## config.mk

```make
export PLATFORM = sky130hd
export DESIGN_NAME = reg8_rr_arbiter
export DESIGN_NICKNAME = d
export VERILOG_FILES = /design/src/rtl/reg8_rr_arbiter.sv
export SDC_FILE = /design/constraint.sdc
export NUM_CORES = 1
export LEC_CHECK = 0
export BUFFER_PORTS_ARGS = -buffer_cell sky130_fd_sc_hd__buf_2
export CAP_MARGIN = 20
export CORE_MARGIN = 2
export CORE_UTILIZATION = 52
export DETAILED_ROUTE_END_ITERATION = 7
export HOLD_SLACK_MARGIN = 0.08
export PLACE_DENSITY = 0.92
export SYNTH_ARGS = -nofsm -noshare
export SYNTH_HDL_FRONTEND = slang
export SYNTH_SLANG_ARGS = --single-unit
```

## constraint.sdc

```tcl
create_clock -name clk -period 4.3 [get_ports clk]
set_input_delay 0.43 -clock clk [delete_from_list [all_inputs] [get_ports clk]]
set_output_delay 0.43 -clock clk [all_outputs]
set_load 0.02 [all_outputs]
```

## src/rtl/reg8_rr_arbiter.sv

```systemverilog
// Round-robin arbiter in front of one shared WIDTH-bit register.
// A requester holding lock keeps ownership for up to MAX_HOLD back-to-back writes.
module reg8_rr_arbiter #(
    parameter int N_REQ    = 4,
    parameter int WIDTH    = 8,
    parameter int MAX_HOLD = 4
) (
    input  logic                     clk,
    input  logic                     reset,
    input  logic [N_REQ-1:0]         req,
    input  logic [N_REQ-1:0]         lock,
    input  logic [N_REQ*WIDTH-1:0]   d,
    output logic [N_REQ-1:0]         gnt,
    output logic [WIDTH-1:0]         q,
    output logic [$clog2(N_REQ)-1:0] q_src,
    output logic                     q_upd,
    output logic                     busy
);

    localparam int IW = $clog2(N_REQ);
    localparam int HW = $clog2(MAX_HOLD + 1);

    typedef enum logic {IDLE, OWN} state_t;

    state_t          state;
    logic [IW-1:0]   owner;
    logic [IW-1:0]   ptr;
    logic [HW-1:0]   hold_cnt;

    logic [IW-1:0]   arb_ptr;
    logic            keep;
    logic            win_found;
    logic [IW-1:0]   win;
    logic            wr_en;
    logic [IW-1:0]   wr_src;
    logic [WIDTH-1:0] wr_data;

    function automatic logic [IW-1:0] next_idx(input logic [IW-1:0] i);
        if (int'(i) == N_REQ - 1) return '0;
        return i + IW'(1);
    endfunction

    // On release the search starts just past the owner, so arbitration
    // runs on the same edge without a bubble cycle.
    always_comb begin
        int idx;
        idx       = 0;
        arb_ptr   = (state == OWN) ? next_idx(owner) : ptr;
        keep      = (state == OWN) && req[owner] && lock[owner] &&
                    (hold_cnt < HW'(MAX_HOLD));
        win_found = 1'b0;
        win       = '0;
        for (int k = 0; k < N_REQ; k++) begin
            idx = int'(arb_ptr) + k;
            if (idx >= N_REQ) idx = idx - N_REQ;
            if (!win_found && req[idx]) begin
                win_found = 1'b1;
                win       = IW'(idx);
            end
        end
        wr_en   = keep || win_found;
        wr_src  = keep ? owner : win;
        wr_data = d[int'(wr_src)*WIDTH +: WIDTH];
    end

    always_ff @(posedge clk or posedge reset) begin
        if (reset) begin
            state    <= IDLE;
            owner    <= '0;
            ptr      <= '0;
            hold_cnt <= '0;
            q        <= '0;
            q_src    <= '0;
            gnt      <= '0;
            q_upd    <= 1'b0;
        end else begin
            q_upd <= wr_en;
            gnt   <= wr_en ? (N_REQ'(1) << wr_src) : '0;
            if (wr_en) begin
                q     <= wr_data;
                q_src <= wr_src;
            end
            if (keep) begin
                hold_cnt <= hold_cnt + HW'(1);
            end else begin
                state    <= IDLE;
                hold_cnt <= '0;
                ptr      <= arb_ptr;
                if (win_found) begin
                    if (lock[win] && MAX_HOLD > 1) begin
                        state    <= OWN;
                        owner    <= win;
                        hold_cnt <= HW'(1);
                    end else begin
                        ptr <= next_idx(win);
                    end
                end
            end
        end
    end

    assign busy = (state == OWN);

endmodule

```

# [Word-level counts from Yosys, hierarchy flattened]
# Cells that the tools add are included.
[classes] addsub=10 n_lt_le_gt_ge=11 n_eq_ne=2 shifts=2 n_mux=49 n_bitwise=1 n_reduce_logical=11
[op_table] op="less-than comparator 32 x 4 -> 1 bit, second input constant" n=4
[op_table] op="2-to-1 mux 32 bit" n=4
[op_table] op="indexed part select 32 x 6 -> 8 bit" n=1
[op_table] op="2-to-1 mux 1 bit" n=24
[op_table] op="2-to-1 mux 2 bit" n=12
[op_table] op="binary-select mux 1 bit (select 2 bit)" n=7
[op_table] op="subtractor 3 x 3 -> 4 bit, second input constant" n=3
[op_table] op=">= comparator 3 bit, second input constant" n=3
[op_table] op="adder 2 x 2 -> 3 bit, second input constant" n=2
[op_table] op="logical AND 1 bit" n=6
[op_table] op="less-than comparator 2 x 3 -> 1 bit, second input constant" n=2
[op_table] op="adder 2 x 1 -> 2 bit, second input constant" n=2
[op_table] op="equality test 2 x 1 -> 1 bit, second input constant" n=2
[op_table] op="2-to-1 mux 4 bit" n=1
[op_table] op="left shift 1 x 2 -> 4 bit, first input constant" n=1
[op_table] op="subtractor 2 x 3 -> 4 bit, second input constant" n=1
[op_table] op="adder 2 x 1 -> 3 bit, second input constant" n=1
[op_table] op="adder 3 x 1 -> 3 bit, second input constant" n=1
[op_table] op=">= comparator 2 x 3 -> 1 bit, second input constant" n=1
[op_table] op="zero test 1 bit" n=3
[op_table] op="less-than comparator 3 bit, second input constant" n=1
[op_table] op="2-to-1 mux 3 bit" n=1
[op_table] op="AND reduction 3 bit" n=1
[op_table] op="logical OR 1 bit" n=1
[op_table] op="NOT 1 bit" n=1
[totals] ff_bits=23 inputBits=42 output_inout_bits=16 word_cells=94

# [Depth between registers and ports, before layout]
[logic_depth] ltp_word=27 mapped_depth=10 depth_no_buf=8

# [Least setup slack after synthesis]
# Ideal clock, no wire load.
[synth_timing] path_type="register to register" from="register state, in the netlist busy" to="register owner[0]" setup_ns=0.125 arrival_ns=2.239 required_time_ns=4.175 slack_ns=1.936 path_stages_with_launch=8 path_buffers=1 period_less_slack_ns=2.364 path_cell_list="dfrtp_1 buf_4 or2_1 and3_1 nor4b_4 a311o_2 nand4_2 mux2_4"
[synth_between] elab_chain_cells=19 word_cells_on_any_way=49 cone_classes="7 x add/sub; 4 x order compare; 27 x mux; 1 x bitwise; 10 x reduce/logical"
[synth_lines] item="from (decl)" line="25" text="state_t state;"
[synth_lines] item="from (signal assigned)" line="68" text="state <= IDLE;"
[synth_lines] item="from (signal assigned)" line="86" text="state <= IDLE;"
[synth_lines] item="from (signal assigned)" line="91" text="state <= OWN;"
[synth_lines] item="branches (longest 19 deep; another with subtractor 3 x 3 -> 4 bit)"
[synth_lines] item="to (signal assigned)" line="92" text="owner <= win;"
[synth_lines] item="to (decl)" line="26" text="logic [IW-1:0] owner;"
# Several ways; the timed one is not identified. The select of a mux whose other input is x is not followed.
# A chain may end at the register's enable or synchronous reset.

# [Worst setup path in the final report]
[layout_timing] from="register owner[1]" to="register q[2]"
[layout_between] elab_chain_cells=21 word_cells_on_any_way=56 cone_classes="8 x add/sub; 4 x order compare; 1 x eq/ne; 1 x shift; 32 x mux; 10 x reduce/logical"
[layout_lines] item="branches (longest 21 deep; another with subtractor 3 x 3 -> 4 bit)"
[layout_lines] item="to (signal assigned)" line="80" text="q <= wr_data;"
[layout_lines] item="to (decl)" line="14" text="output logic [WIDTH-1:0] q,"
# Several ways; the timed one is not identified. The select of a mux whose other input is x is not followed.

==> run metrics <==
slew margin rel. 0.291; Detailed Route WL 3480 um; dominant register cell in the synthesized netlist dfrtp_1; H-tree levels 1; critical path required time 4.50 ns; Iteration-0 DRC Markers 41; First-pass DRT Iterations 4; pwr/cell area 829 nW/um^2; Yosys Warn Count 0; worst reg2reg setup slack 1.39 ns; Leak 0.857 nW; sequential power share 0.277; number of flops mapped to enable cells by yosys 0; Pint 0.799 mW; GPL Wtd Cong 0.889; RSZ-0062 raised after global routing false; crit path kind flip-flop to flip-flop; Total GRT Usage 0.223; post-CTS resize count 0; CTS Hold Bufs 0; outcome complete, no violations; CP Launch Type flip-flop; antenna viol nets, final 0; Slew @ Worst Pin 1.06 ns; vias in the first global route 1336; final setup violation count 0; Inserted Diodes 0; DRC violations left 0; max_cap viols 0; Max Root-Sink Buffers 2; syn_nets 199; Layout Skew 0.00410 ns; antenna violations before repair 0; HP Class primary input to asynchronous set/reset pin; Clock Pin Slew Worst Setup and Hold Paths 0.11 ns; Area growth, synth to finish 20.5%; Mapped Area 1490 sq um; Clk Latency, worst-skew pair 0.31 ns; Final Hold Vio Count 0; starting density of the core 0.546; drt via density 5.78; sw frac 0.464; Comb pwr share 0.658; count of cell types in the netlist 42; fraction of registers with async set/reset 1.00; Final Max Tran Viols 0; Setup Fix Bufs, Post-CTS 0; Final min period 2.91 ns; layout net count 252; Rows 19; Overflow after GRT 0; Mapped Cells 156; FMAX 344 MHz; Register Area 576 sq um; post-synthesis sequential area ratio 0.386; clock network power share 0.064; Port Buffer Count 57; detailed placement HPWL 2730 um; Worst Setup End Kind flip-flop; largest net degree at the start of global routing 24; Setup Total Neg Slack 0 ns; Max VDD drop 0.000553 V; fill cell count 219; CTS Buf Count 3; Vias 1382; crit-path max FO 19; period utilisation layout 0.676; CTS tree done; die height 57.6 um; footprint of the multi-input gates 830 sq um; share of layout cells above drive strength 1 0.389; chip width 57.6 um; core area 2730 sq um; crit path DAT 3.11 ns; Post-Syn Area per Cell 9.56 sq um; Yosys reg bits 23; Clock Sinks 23; Top-Level Pins 58; root buf cell clkbuf_4; Net Switching 0.691 mW; fin util 0.657; first-pass GRT wire length 5780 um; full die area 3310 sq um; WL/cell 14.6 um
==> per-layer routing <==
layer / vias up / global-route usage / share of wire
li1: 675 / - / -
met5: - / 0 / 0
met3: 8 / 0.0454 / 0.073
met4: 0 / 0.0797 / 0.020
met2: 69 / 0.362 / 0.48
met1: 630 / 0.297 / 0.43
==> flip-flops by register name, summed over array words and instances (netlist names) <==
register	flops
hold_cnt	3
gnt	4
q	8
ptr	2
owner	2
q_upd	1
q_src	2
busy	1
==> power by group through the flow <==
stage                     Combinational [mW]  Clock (mW)  Sequential (mW)
after CTS                              0.988      0.0999            0.410
after detailed placement               0.991           0            0.412
final                                  0.981      0.0961            0.413
after global routing                    1.09       0.110            0.425
after floorplan                        0.740           0            0.457
after global placement                 0.954           0            0.410
==> cell families after synthesis <==
logic type / share of synthesized area
buffers and inverters: 0.0579
and+or+nand+nor: 0.229
xor gates and xnor gates: 0.00587
DFF: 0.386
adders and majority gates: 0.00839
AOI/OAI and AO/OA: 0.242
muxes: 0.0705
==> worst max-delay path: stages, from the launching register on <==
cell and delay, ns:
dfrtp_1 0.55, a211oi_1 0.10, nor3b_1 0.37, o211ai_1 0.51, a31oi_4 0.66, mux2_2 0.40
o221a_1 0.21
==> synth_stat cells (2+ instances only) <==
library cell	n	area [sq um]
a21boi_0	2	15.0
a21oi_1	5	25.0
a311o_2	2	22.5
a311oi_2	2	30.0
a31oi_1	2	12.5
and3_1	4	25.0
buf_2	3	15.0
buf_4	3	22.5
clkbuf_1	4	15.0
dfrtp_1	23	576
inv_1	9	33.8
mux2_2	8	90.1
nand2_1	21	78.8
nand2b_1	2	12.5
nand3_1	5	25.0
nor2_1	12	45.0
nor2b_1	4	25.0
o21a_1	2	15.0
o21ai_0	6	30.0
o221a_1	8	90.1
o22ai_1	8	50.1
==> through the flow <==
stage          instance area, sq um  total power, mW  hold slack (ns)  std cells  setup WS (ns)
5_1_grt                        1800             1.62            0.337        239           1.20
4_1_cts                        1800             1.50            0.294        239           1.39
6_report                       1800             1.49            0.269        239           1.39
3_5_place_dp                   1770             1.40            0.469        235           1.31
2_1_floorplan                  1490             1.20            0.432        156           1.94
3_3_place_gp                   1770             1.36            0.456        235           1.41
==> cells in the final DEF (no fill, tap or decap), types with 2 or more instances in the layout <==
| cell | Yosys | routed |
|---|---|---|
| mux2_2 | 8 | 8 |
| nand2_1 | 21 | 21 |
| a21boi_0 | 2 | 2 |
| nor2b_1 | 4 | 4 |
| and3_1 | 4 | 4 |
| a311o_2 | 2 | 2 |
| nand2b_1 | 2 | 2 |
| a31oi_1 | 2 | 2 |
| o22ai_1 | 8 | 8 |
| dfrtp_1 | 23 | 23 |
| clkbuf_4 | 0 | 3 |
| o21a_1 | 2 | 2 |
| a21oi_1 | 5 | 5 |
| a311oi_2 | 2 | 2 |
| o221a_1 | 8 | 8 |
| buf_2 | 3 | 57 |
| nor2_1 | 12 | 12 |
| o21ai_0 | 6 | 6 |
| nand3_1 | 5 | 5 |
| inv_1 | 9 | 9 |
==> layout make-up <==
cell class / count / area share
timing repair buffer: 58 / 0.163
multi-input combinational: 114 / 0.462
inverter: 9 / 0.0188
clock buffer: 4 / 0.0146
tap: 31 / 0.0216
sequential: 23 / 0.320
==> path summary, 6_finish.rpt <==
check                              end  depth (start not counted)  startpoint
max reg2reg                       q[2]                          6    owner[1]
max                               q[2]                          6    owner[1]
min reg2reg                   q_src[1]                          2    q_src[1]
min                               q[0]                          2       reset
min in group clk                  q[1]                          4        d[9]
max in group asynchronous  hold_cnt[2]                          2       reset
(Power assumes the default switching activity.)
